[config.mk]
export PLATFORM = sky130hd
export DESIGN_NAME = reg_wb_buffer
export DESIGN_NICKNAME = d
export VERILOG_FILES = /design/src/rtl/reg_wb_buffer.sv
export SDC_FILE = /design/constraint.sdc
export NUM_CORES = 1
export LEC_CHECK = 0
export CAP_MARGIN = 30
export CORE_UTILIZATION = 45
export CTS_BUF_LIST = sky130_fd_sc_hd__clkbuf_4 sky130_fd_sc_hd__clkbuf_8 sky130_fd_sc_hd__clkbuf_16
export DETAILED_ROUTE_END_ITERATION = 16
export PLACE_DENSITY_LB_ADDON = 0.15
export SETUP_SLACK_MARGIN = 0.3
export SLEW_MARGIN = 20
export SYNTH_ARGS = -nofsm -noshare
export SYNTH_HDL_FRONTEND = slang
export SYNTH_SLANG_ARGS = --single-unit
[constraint.sdc]
create_clock -name i_clk -period 3.5 [get_ports i_clk]
set_input_delay 0.7 -clock i_clk [delete_from_list [all_inputs] [get_ports i_clk]]
set_output_delay 0.7 -clock i_clk [all_outputs]
set_load 0.01 [all_outputs]
[src/rtl/reg_wb_buffer.sv]
// reg_wb_buffer
//   Register writeback buffer. Writeback requests are queued in order in a
//   small FIFO of {addr, val}. The FIFO drains into the register file write
//   port whenever the register file accepts a write. Read ports see pending
//   writes through combinational forwarding from the newest matching entry.
//
// Ports
//   i_clk, i_rst                     clock, asynchronous active-high reset
//   i_wb_valid / o_wb_ready          writeback request handshake
//   i_wb_addr, i_wb_val              writeback destination and data
//   i_drain_en                       register file can take a write this cycle
//   o_reg_addr_w, o_reg_val_w        head entry presented to the write port
//   o_write_en                       register file write strobe
//   i_reg_{a,b}_addr_r               read addresses (also go to the register file)
//   i_reg_{a,b}_r                    raw register file read data
//   o_reg_{a,b}_r                    read data with pending writes forwarded
//   o_fwd_{a,b}_hit                  forwarded value selected
//   o_count                          occupied entries
module reg_wb_buffer #(
  parameter int REG_WIDTH       = 32,
  parameter int REG_ADDR_LENGTH = 8,
  parameter int DEPTH           = 4
) (
  input  logic                       i_clk,
  input  logic                       i_rst,
  input  logic                       i_wb_valid,
  output logic                       o_wb_ready,
  input  logic [REG_ADDR_LENGTH-1:0] i_wb_addr,
  input  logic [REG_WIDTH-1:0]       i_wb_val,
  input  logic                       i_drain_en,
  output logic [REG_ADDR_LENGTH-1:0] o_reg_addr_w,
  output logic [REG_WIDTH-1:0]       o_reg_val_w,
  output logic                       o_write_en,
  input  logic [REG_ADDR_LENGTH-1:0] i_reg_a_addr_r,
  input  logic [REG_ADDR_LENGTH-1:0] i_reg_b_addr_r,
  input  logic [REG_WIDTH-1:0]       i_reg_a_r,
  input  logic [REG_WIDTH-1:0]       i_reg_b_r,
  output logic [REG_WIDTH-1:0]       o_reg_a_r,
  output logic [REG_WIDTH-1:0]       o_reg_b_r,
  output logic                       o_fwd_a_hit,
  output logic                       o_fwd_b_hit,
  output logic [$clog2(DEPTH):0]     o_count
);

  localparam int PTR_W = $clog2(DEPTH);
  localparam int CNT_W = PTR_W + 1;

  // Entries are held in flops rather than block RAM: forwarding must
  // compare every occupied entry against both read addresses in parallel.
  logic [REG_ADDR_LENGTH-1:0] addr_mem [DEPTH];
  logic [REG_WIDTH-1:0]       val_mem  [DEPTH];

  logic [PTR_W-1:0] head_reg;
  logic [PTR_W-1:0] tail_reg;
  logic [CNT_W-1:0] count_reg;
  logic [CNT_W-1:0] count_next;

  logic push;
  logic pop;

  // Ready depends only on registered occupancy, so a full buffer refuses a
  // request even in a cycle where it is draining.
  assign o_wb_ready   = (count_reg < CNT_W'(DEPTH));
  assign o_write_en   = (count_reg != '0) && i_drain_en;
  assign push         = i_wb_valid && o_wb_ready;
  assign pop          = o_write_en;
  assign o_reg_addr_w = addr_mem[head_reg];
  assign o_reg_val_w  = val_mem[head_reg];
  assign o_count      = count_reg;

  always_comb begin
    count_next = count_reg;
    unique case ({push, pop})
      2'b10:   count_next = count_reg + CNT_W'(1);
      2'b01:   count_next = count_reg - CNT_W'(1);
      default: count_next = count_reg;
    endcase
  end

  always_ff @(posedge i_clk or posedge i_rst) begin
    if (i_rst) begin
      head_reg  <= '0;
      tail_reg  <= '0;
      count_reg <= '0;
    end else begin
      if (push) tail_reg <= tail_reg + PTR_W'(1);
      if (pop)  head_reg <= head_reg + PTR_W'(1);
      count_reg <= count_next;
    end
  end

  // Storage is not reset; occupancy alone decides which entries are valid.
  always_ff @(posedge i_clk) begin
    if (push && !i_rst) begin
      addr_mem[tail_reg] <= i_wb_addr;
      val_mem[tail_reg]  <= i_wb_val;
    end
  end

  // Slot gi is the gi-th oldest entry counted from the head. The head stays
  // live during the cycle it is popped because occupancy only drops at the
  // edge; an entry being pushed is not live until the following cycle.
  logic [PTR_W-1:0] slot_idx [DEPTH];
  logic [DEPTH-1:0] live;
  logic [DEPTH-1:0] match_a;
  logic [DEPTH-1:0] match_b;

  for (genvar gi = 0; gi < DEPTH; gi++) begin : g_slot
    assign slot_idx[gi] = head_reg + PTR_W'(gi);
    assign live[gi]     = (CNT_W'(gi) < count_reg);
    assign match_a[gi]  = live[gi] && (addr_mem[slot_idx[gi]] == i_reg_a_addr_r);
    assign match_b[gi]  = live[gi] && (addr_mem[slot_idx[gi]] == i_reg_b_addr_r);
  end

  // Scan oldest to newest so the newest matching entry wins.
  always_comb begin
    o_reg_a_r   = i_reg_a_r;
    o_fwd_a_hit = 1'b0;
    o_reg_b_r   = i_reg_b_r;
    o_fwd_b_hit = 1'b0;
    for (int k = 0; k < DEPTH; k++) begin
      if (match_a[k]) begin
        o_reg_a_r   = val_mem[slot_idx[k]];
        o_fwd_a_hit = 1'b1;
      end
      if (match_b[k]) begin
        o_reg_b_r   = val_mem[slot_idx[k]];
        o_fwd_b_hit = 1'b1;
      end
    end
  end

endmodule

# Yosys cells after proc, flatten, opt, wreduce, memory -nomap -nowiden
# Memories as Yosys holds them, arrays and structs flattened.
# Cells that the tools add are included.
# totals
regBits	7
ram_bits	160
in_bits	124
output_inout_bits	111
word_cells	59
mem_count	2
# op_classes
add_sub_neg	6
n_lt_le_gt_ge	5
n_eq_ne	10
mux	19
n_reduce_logical	14
# mem_list
memory	depth	width	read_ports	rd_ports_with_merged_regs	write_ports	line	rtl
val_mem	4	32	4	0	1	51	logic [REG_WIDTH-1:0] val_mem [DEPTH];
addr_mem	4	8	4	0	1	50	logic [REG_ADDR_LENGTH-1:0] addr_mem [DEPTH];
# ops
operator	count
two-way mux 32 bit	8
== test 8 bit	8
logical AND 1 bit	11
two-way mux 1 bit	10
less-than comparator 1 x 3 -> 1 bit, first input constant	2
less-than comparator 2 x 3 -> 1 bit, first input constant	2
one-hot mux 3 bit (2 select lines)	1
adder 2 x 1 -> 2 bit, second input constant	2
adder 2 bit, second input constant	2
adder 3 x 1 -> 3 bit, second input constant	1
less-than comparator 3 bit, second input constant	1
nonzero test 3 bit	1
subtractor 3 x 1 -> 3 bit, second input constant	1
== test 2 x 1 -> 1 bit, second input constant	1
== test 2 bit, second input constant	1
nonzero test 2 bit	1
logical NOT 1 bit	1

# Longest topological paths before layout
# Gate-level depths: netlist of the first run.
# An unclocked memory read counts as a cell.
# depth
word_depth	7
mapped_depth	13
ltp_nobuf	7

# Worst setup path before layout of the first run
# No wires, ideal clock.
# synth_timing
path_kind	register -> output
start	register head_reg[0]
end	output o_reg_a_r[30]
arrival_time_ns	2.739
required_ns	2.800
setup_slack_ns	0.061
stages_incl_launch_ff	12
n_path_buf	5
path_cell_list	dfrtp_1 > buf_6 > buf_6 > buf_6 > mux4_2 > xor2_1 > nor3_4 > and3_1 > buf_4 > buf_6 > a211oi_1 > o31ai_1
# synth_via
elab_chain_cells	7
word_cells_on_any_way	17
cone_classes	3 x add/sub; 4 x eq/ne; 4 x mux; 4 x reduce/logical; 2 x memory
# synth_rtl
item	line	rtl
start: declaration	53	logic [PTR_W-1:0] head_reg;
start signal: assignment	87	if (pop) head_reg <= head_reg + PTR_W'(1);
adder 2 x 1 -> 2 bit or memory (4 x 8 bit) (tied branches)	--	
memory (4 x 8 bit) or == test 8 bit (tied branches)	--	
== test 8 bit or logical AND 1 bit (tied branches)	111	assign match_a[gi] = live[gi] && (addr_mem[slot_idx[gi]] == i_reg_a_addr_r);
logical AND 1 bit or two-way mux 32 bit (tied branches)	111, 122	
two-way mux 32 bit (2 in series)	122	if (match_a[k]) begin
two-way mux 32 bit *	122	
end: declaration	38	output logic [REG_WIDTH-1:0] o_reg_a_r,
# Every way passes the cells marked *; elsewhere a longest branch is shown, timed or not.

# Worst setup path in the final report of the first run
# layout_timing
start	register head_reg[0]
end	output o_reg_b_r[30]
# layout_via
elab_chain_cells	7
word_cells_on_any_way	17
cone_classes	3 x add/sub; 4 x eq/ne; 4 x mux; 4 x reduce/logical; 2 x memory
# layout_rtl
item	line	rtl
adder 2 x 1 -> 2 bit or memory (4 x 8 bit) (tied branches)	--	
memory (4 x 8 bit) or == test 8 bit (tied branches)	--	
== test 8 bit or logical AND 1 bit (tied branches)	112	assign match_b[gi] = live[gi] && (addr_mem[slot_idx[gi]] == i_reg_b_addr_r);
logical AND 1 bit or two-way mux 32 bit (tied branches)	112, 126	
two-way mux 32 bit (2 in series)	126	if (match_b[k]) begin
two-way mux 32 bit *	126	
end: declaration	39	output logic [REG_WIDTH-1:0] o_reg_b_r,
# Marked as above.

==> results.py, run 1 <==
metrics = {
    "outcome": {
        "violations": "negative setup slack",
        "outcome": "finished, violations left",
    },
    "floorplanning": {
        "initial_core_util_pct": 46.20,
        "die_width_um": 171.6,
        "coreArea_um2": 28010,
        "io_pins": 235,
        "die_area_um2": 29440,
        "die_y_um": 171.6,
        "rows": 61,
    },
    "clock_tree": {
        "cts_made_buffers": 17,
        "clock_latency_ns": 0.45,
        "htree_num_levels": 4,
        "cts_tree": "yes",
        "clkSlewWorstSetupHoldPaths_ns": 0.07,
        "cts_hold_buf": 0,
        "clockBufferDepth": 2,
        "cts-root-buf": "clkbuf_16",
        "clkSinkCount": 167,
    },
    "logic_synthesis": {
        "synthArstFlopShare_pct": 4.192,
        "ys_seq_area_share_pct": 38.48,
        "synth_xor_area_share_pct": 4.603,
        "yosys.area_share.adder_pct": 0.8702,
        "synth_mux_area_share_pct": 17.79,
        "synth_top_family_by_area": "compound AO/OA/AOI/OAI gates",
        "syn-num-nets": 1376,
        "synth.cell_area_um2": 12940,
        "synth_cell_types": 50,
        "synth_compound_area_share_pct": 19.42,
        "synth_area_per_cell_um2": 10.41,
        "synth_top_area_cell": "edfxtp_1",
        "ys_ff_latch": 167,
        "yosys.area.top_type_share_pct": 37.13,
        "yosysWarningCount": 0,
        "postSynthCellCount": 1243,
        "synth-edff-count": 160,
        "synth_simple_gate_area_share_pct": 13.40,
        "ys.flop_type": "edfxtp_1",
        "synthTopCellsByArea": "edfxtp_1 37%, mux2i_1 7.1%, mux4_2 5.6%, mux2_2 4.1%, xnor2_1 3.2%",
    },
    "timing": {
        "grt_setup_unrepaired": "yes",
        "skew_ns": 0.01626,
        "post-route-period-util_pct": 119.8,
        "relSlewSlack_pct": 61.11,
        "drv_slew": 0,
        "worst_pin_slew_ns": 0.5816,
        "hold_viol_final": 0,
        "min_period_ns": 4.192,
        "setup_viol": 67,
        "max_freq_mhz": 238.6,
        "setup_ws_ns": -0.6916,
        "finalSetupTns_ns": -40.27,
    },
    "critical_path": {
        "crit_chain": "buf_6 -> buf_8 -> mux4_2 -> xnor2_1 -> nand4_1 -> or3_4 -> buf_12 -> a221oi_1 -> o31ai_2 -> buf_2",
        "crit_fanout": 18,
        "start_kind": "flop",
        "slowest_stage": "mux4_2",
        "path_buf_inv": 4,
        "slowest_delay_ns": 0.57,
        "cp-end-kind": "output pin",
        "arrival_ns": 3.49,
        "cp_top_family": "simple AND/OR/NAND/NOR gates",
        "cp.required_ns": 2.80,
        "path_class": "flop to output pin",
    },
    "placed_design": {
        "place_hpwl_mm": 33.65,
        "place_area_um2": 17540,
        "place_congestion": 0.9557,
        "io_buffers": 234,
    },
    "power": {
        "total_power_uw": 16510,
        "p_per_area_nw_per_um2": 761.0,
        "p_leak_uw": 0.008152,
        "ir_drop_v": 0.0004023,
    },
    "finish": {
        "top_register": "val_mem",
        "drive_gt1_share_pct": 47.98,
        "final_cell_area_um2": 21700,
        "area_delta_synth_final_pct": 67.68,
        "final_util_pct": 77.46,
        "largest_reg_flops": 128,
        "final_nets": 1875,
        "layout_commonest_cell": "buf_4",
        "layout_common_cells": "204 x buf_4, 160 x edfxtp_1, 135 x clkdlybuf4s50_1, 96 x buf_6",
    },
    "grt": {
        "grt_overflow": 0,
        "track_usage_pct": 36.36,
        "first_global_vias": 13670,
        "grt_pass1_wl_mm": 79.54,
        "grt_max_degree": 68,
        "antenna_found_initial": 2,
    },
    "routing": {
        "ant_nets": 0,
        "dr.first_iter.drc_count": 2163,
        "post_drt_wl_per_cell_um": 27.89,
        "vias": 14360,
        "via_per_inst": 6.729,
        "drt_first_pass_iters": 7,
        "route.detailed.drc": 0,
        "wl_mm": 59.52,
    },
    "run": {
        "drv_cap": 0,
    },
    "worst_hold_path": {
        "hp-class": "flop to flop",
    },
}
## routing by layer
layer	global-route usage, %	vias up	wire length, um
met1	46.11	6914	21180
met5	0	-	0
met2	59.67	1285	27540
li1	-	5865	-
met3	7.041	295	7271
met4	17.08	0	3522
## cells by family (layout without fill, tap and decap cells)
kind of cell,Yosys count,count (layout)
adder cells (fa/ha/maj),9,9
other,0,1
XOR/XNOR,68,68
buffers and inverters,136,648
AND/OR/NAND/NOR,339,339
multiplexers,176,176
AO/OA/AOI/OAI,348,348
flip-flops,167,167
## cell usage after synthesis (14+ instances only)
master,number
a21oi_1,61
o31a_1,24
edfxtp_1,160
o31ai_1,52
nor3_1,79
a211oi_1,45
o21ai_1,14
and2_1,29
mux4_2,32
a221oi_2,26
nand2_1,62
mux2i_1,92
and3_1,28
o21ai_0,40
buf_6,16
clkbuf_1,58
a31oi_1,61
buf_2,34
xor2_1,21
xnor2_1,47
mux2_2,47
nor2_1,77
## worst reg2reg max path: cells and delay by family, from the launching register on
family,cells,cell delay (ns)
simple gates,3,0.93
flops,1,0.48
buf+inv,3,0.62
## repair_timing
| action | CTS | global route |
|---|---|---|
| buffers inserted | 80 | 44 |
| hold endpoints to repair | 0 | 0 |
| gates cloned | 11 | 11 |
| pin swaps | 51 | 47 |
| resized for setup | 606 | 213 |
| endpoints found under the setup margin | 98 | 97 |
## per-stage QoR
step / setup slack, ns / std cells / hold slack [ns]
6_report: -0.6916 / 2134 / 0.5639
5_1_grt: -0.7443 / 2134 / 0.5856
4_1_cts: -0.6003 / 2078 / 0.5498
3_5_place_dp: -0.6996 / 1955 / 0.5387
3_3_place_gp: -0.7067 / 1955 / 0.5225
2_1_floorplan: 0.1656 / 1243 / 0.4980
## layout make-up
cell class,count,area (um^2)
repair buffers,603,6347
fillers,1648,6314
clock inverters,13,120.1
well taps,378,473.0
clock buffers,19,440.4
flip-flops and latches,167,4987
multi-input cells,940,9265
diodes,1,2.502
inverters,13,61.31
## where the power goes
group	internal [uW]	total, uW	switching (uW)
combinational	6040	12100	6060
clock	1000	1870	873
sequential	2380	2530	154
## final timing paths
path                       slack, ns         from              to  cells after the start
hold reg to reg                 0.56  tail_reg[0]     tail_reg[0]                      1
max in group asynchronous       2.66        i_rst     head_reg[0]                      2
setup reg to reg                1.18   o_count[2]  addr_mem[1][5]                      6
min in group asynchronous       0.57        i_rst     tail_reg[0]                      2
hold / removal                  0.56  tail_reg[0]     tail_reg[0]                      1
setup / recovery               -0.69  head_reg[0]   o_reg_b_r[30]                     10
(Power assumes the default switching activity.)
==> inputs of run 2 (changes only) <==
==> constraint.sdc (replaced) <==
create_clock -name i_clk -period 3.5 [get_ports i_clk]
set_input_delay 0.7 -clock i_clk [delete_from_list [all_inputs] [get_ports i_clk]]
set_output_delay 0.7 -clock i_clk [all_outputs]
set_load 0.1 [all_outputs]
==> results.py, run 2 (synthesis results as in run 1) <==
metrics = {
    "worst_hold_path": {
        "hp-class": "flop to flop",
        "hold_depth": 1,
        "hold_end": "tail_reg[0]",
        "min_from": "tail_reg[0]",
    },
    "grt": {
        "grt_max_degree": 47,
        "grt_overflow": 0,
        "first_global_vias": 13650,
        "antenna_found_initial": 2,
        "grt_pass1_wl_mm": 79.38,
        "track_usage_pct": 36.64,
    },
    "critical_path": {
        "start_kind": "flop",
        "path_class": "flop to output pin",
        "crit_fanout": 8,
        "rrSetupSlack_ns": 1.46,
        "worstReg2RegStart": "o_count[2]",
        "reg2regPathDepth": 5,
        "timing.rr.end": "val_mem[1][0]",
        "cp-end-kind": "output pin",
        "arrival_ns": 3.73,
        "cp.required_ns": 2.80,
    },
    "clock_tree": {
        "cts_tree": "yes",
        "htree_num_levels": 4,
        "clkSlewWorstSetupHoldPaths_ns": 0.07,
        "clock_latency_ns": 0.45,
        "cts-root-buf": "clkbuf_16",
        "clockBufferDepth": 2,
        "cts_made_buffers": 17,
        "clkSinkCount": 167,
    },
    "placed_design": {
        "io_buffers": 234,
        "place_hpwl_mm": 35.43,
        "dp.cells": 1996,
        "place_congestion": 0.8919,
        "place_area_um2": 19790,
    },
    "floorplanning": {
        "rows": 61,
        "die_area_um2": 29440,
        "initial_core_util_pct": 46.20,
        "io_pins": 235,
        "die_width_um": 171.6,
        "die_y_um": 171.6,
        "coreArea_um2": 28010,
    },
    "timing": {
        "post-route-period-util_pct": 126.5,
        "skew_ns": 0.009995,
        "setup_ws_ns": -0.9274,
        "grt_setup_unrepaired": "yes",
        "hold_viol_final": 0,
        "drv_slew": 0,
        "worst_pin_slew_ns": 0.6692,
        "max_freq_mhz": 225.9,
        "setup_viol": 66,
        "finalSetupTns_ns": -48.73,
        "min_period_ns": 4.427,
        "relSlewSlack_pct": 55.39,
    },
    "finish": {
        "ff_latch_area_um2": 4992,
        "multi_input_area_um2": 9314,
        "layout_commonest_cell": "buf_4",
        "fin_cells": 2097,
        "layout_common_cells": "243 x buf_4, 160 x edfxtp_1, 144 x buf_12, 123 x clkdlybuf4s50_1, 86 x mux2i_1",
        "final_util_pct": 79.72,
        "drive_gt1_share_pct": 46.22,
        "final_nets": 1838,
        "largest_reg_flops": 128,
        "final_cell_area_um2": 22330,
        "top_register": "val_mem",
        "fill_cells": 1607,
        "area_delta_synth_final_pct": 72.58,
    },
    "routing": {
        "ant_nets": 0,
        "post_drt_wl_per_cell_um": 27.37,
        "drt_first_pass_iters": 8,
        "vias": 14060,
        "wl_mm": 57.39,
        "dr.first_iter.drc_count": 1581,
        "via_per_inst": 6.702,
        "route.detailed.drc": 0,
    },
    "power": {
        "ir_drop_v": 0.0007892,
        "p_per_area_nw_per_um2": 845.3,
        "p_leak_uw": 0.008377,
    },
    "run": {
        "drv_cap": 0,
    },
    "outcome": {
        "outcome": "finished, violations left",
        "violations": "negative setup slack",
    },
}
[run 2: cell count changes in the layout (fill, tap and decap cells not counted), moves of 12 or more]
cell	before	now
a21oi_4	5	17
mux2i_1	73	86
a31oi_4	14	1
o31ai_4	27	48
buf_12	62	144
clkdlybuf4s50_1	135	123
buf_4	204	243
buf_2	63	0
o31ai_2	22	0
buf_6	96	30
a221oi_4	15	27
o21ai_4	1	14
[run 2: metal layers]
layer  GRT usage [%]  vias to the layer above  routed length (um)
li1                -                     5805                   -
met1           45.12                     6769               20440
met2           59.74                     1146               27020
met3           7.662                      335                6593
met4           20.65                        0                3342
met5               0                        -                   0
[run 2: worst max-delay path, cell delays in order (launching register included)]
cell,delay (ns)
dfrtp_4,0.53
buf_12,0.15
buf_12,0.13
mux4_2,0.48
buf_6,0.17
xnor2_2,0.16
nand4_1,0.18
buf_6,0.19
nor3_4,0.25
buf_6,0.16
buf_16,0.12
a211oi_1,0.09
buf_4,0.15
o31ai_4,0.29
buf_12,0.22
[run 2: through the flow]
stage	power (uW)	hold WS (ns)	setup WS, ns
2_1_floorplan	10880	0.4980	-0.7341
3_3_place_gp	14940	0.5247	-0.3900
3_5_place_dp	15120	0.5368	-0.4159
4_1_cts	17720	0.5491	-0.7220
5_1_grt	19370	0.5782	-1.000
6_report	18880	0.5663	-0.9274
[run 2: cell type report]
cell class / count / area share (%)
flip-flops and latches: 167 / 22.36
repair buffers: 566 / 30.94
inverters: 13 / 0.2913
diodes: 1 / 0.01121
clock buffers: 18 / 1.939
well taps: 378 / 2.118
multi-input cells: 940 / 41.71
clock inverters: 14 / 0.6387
[run 2: timing repair]
action                     CTS  global route
buffers inserted            30            24
pin swaps                   28            36
gates resized for setup     99           102
hold buffers                 0             0
setup endpoints to repair   96            78
gates cloned                 7             7
[run 2: where the power goes]
part	internal (uW)	switching (uW)	total [uW]	leakage, uW
clock	1010	908	1920	0.000285
sequential	2380	144	2530	0.00152
combinational	5800	8630	14400	0.00657
[run 2: worst max path at each step]
| stage | startpoint | endpoint | slack (ns) |
|---|---|---|---|
| after global placement | head_reg[0] | o_reg_b_r[31] | -0.39 |
| after global routing | head_reg[1] | o_reg_a_r[30] | -1.00 |
| after CTS | head_reg[0] | o_reg_a_r[2] | -0.72 |
| after detailed placement | i_reg_b_addr_r[3] | o_reg_b_r[4] | -0.42 |
| final | head_reg[0] | o_reg_a_r[30] | -0.93 |
| after floorplan | head_reg[0] | o_reg_a_r[31] | -0.73 |
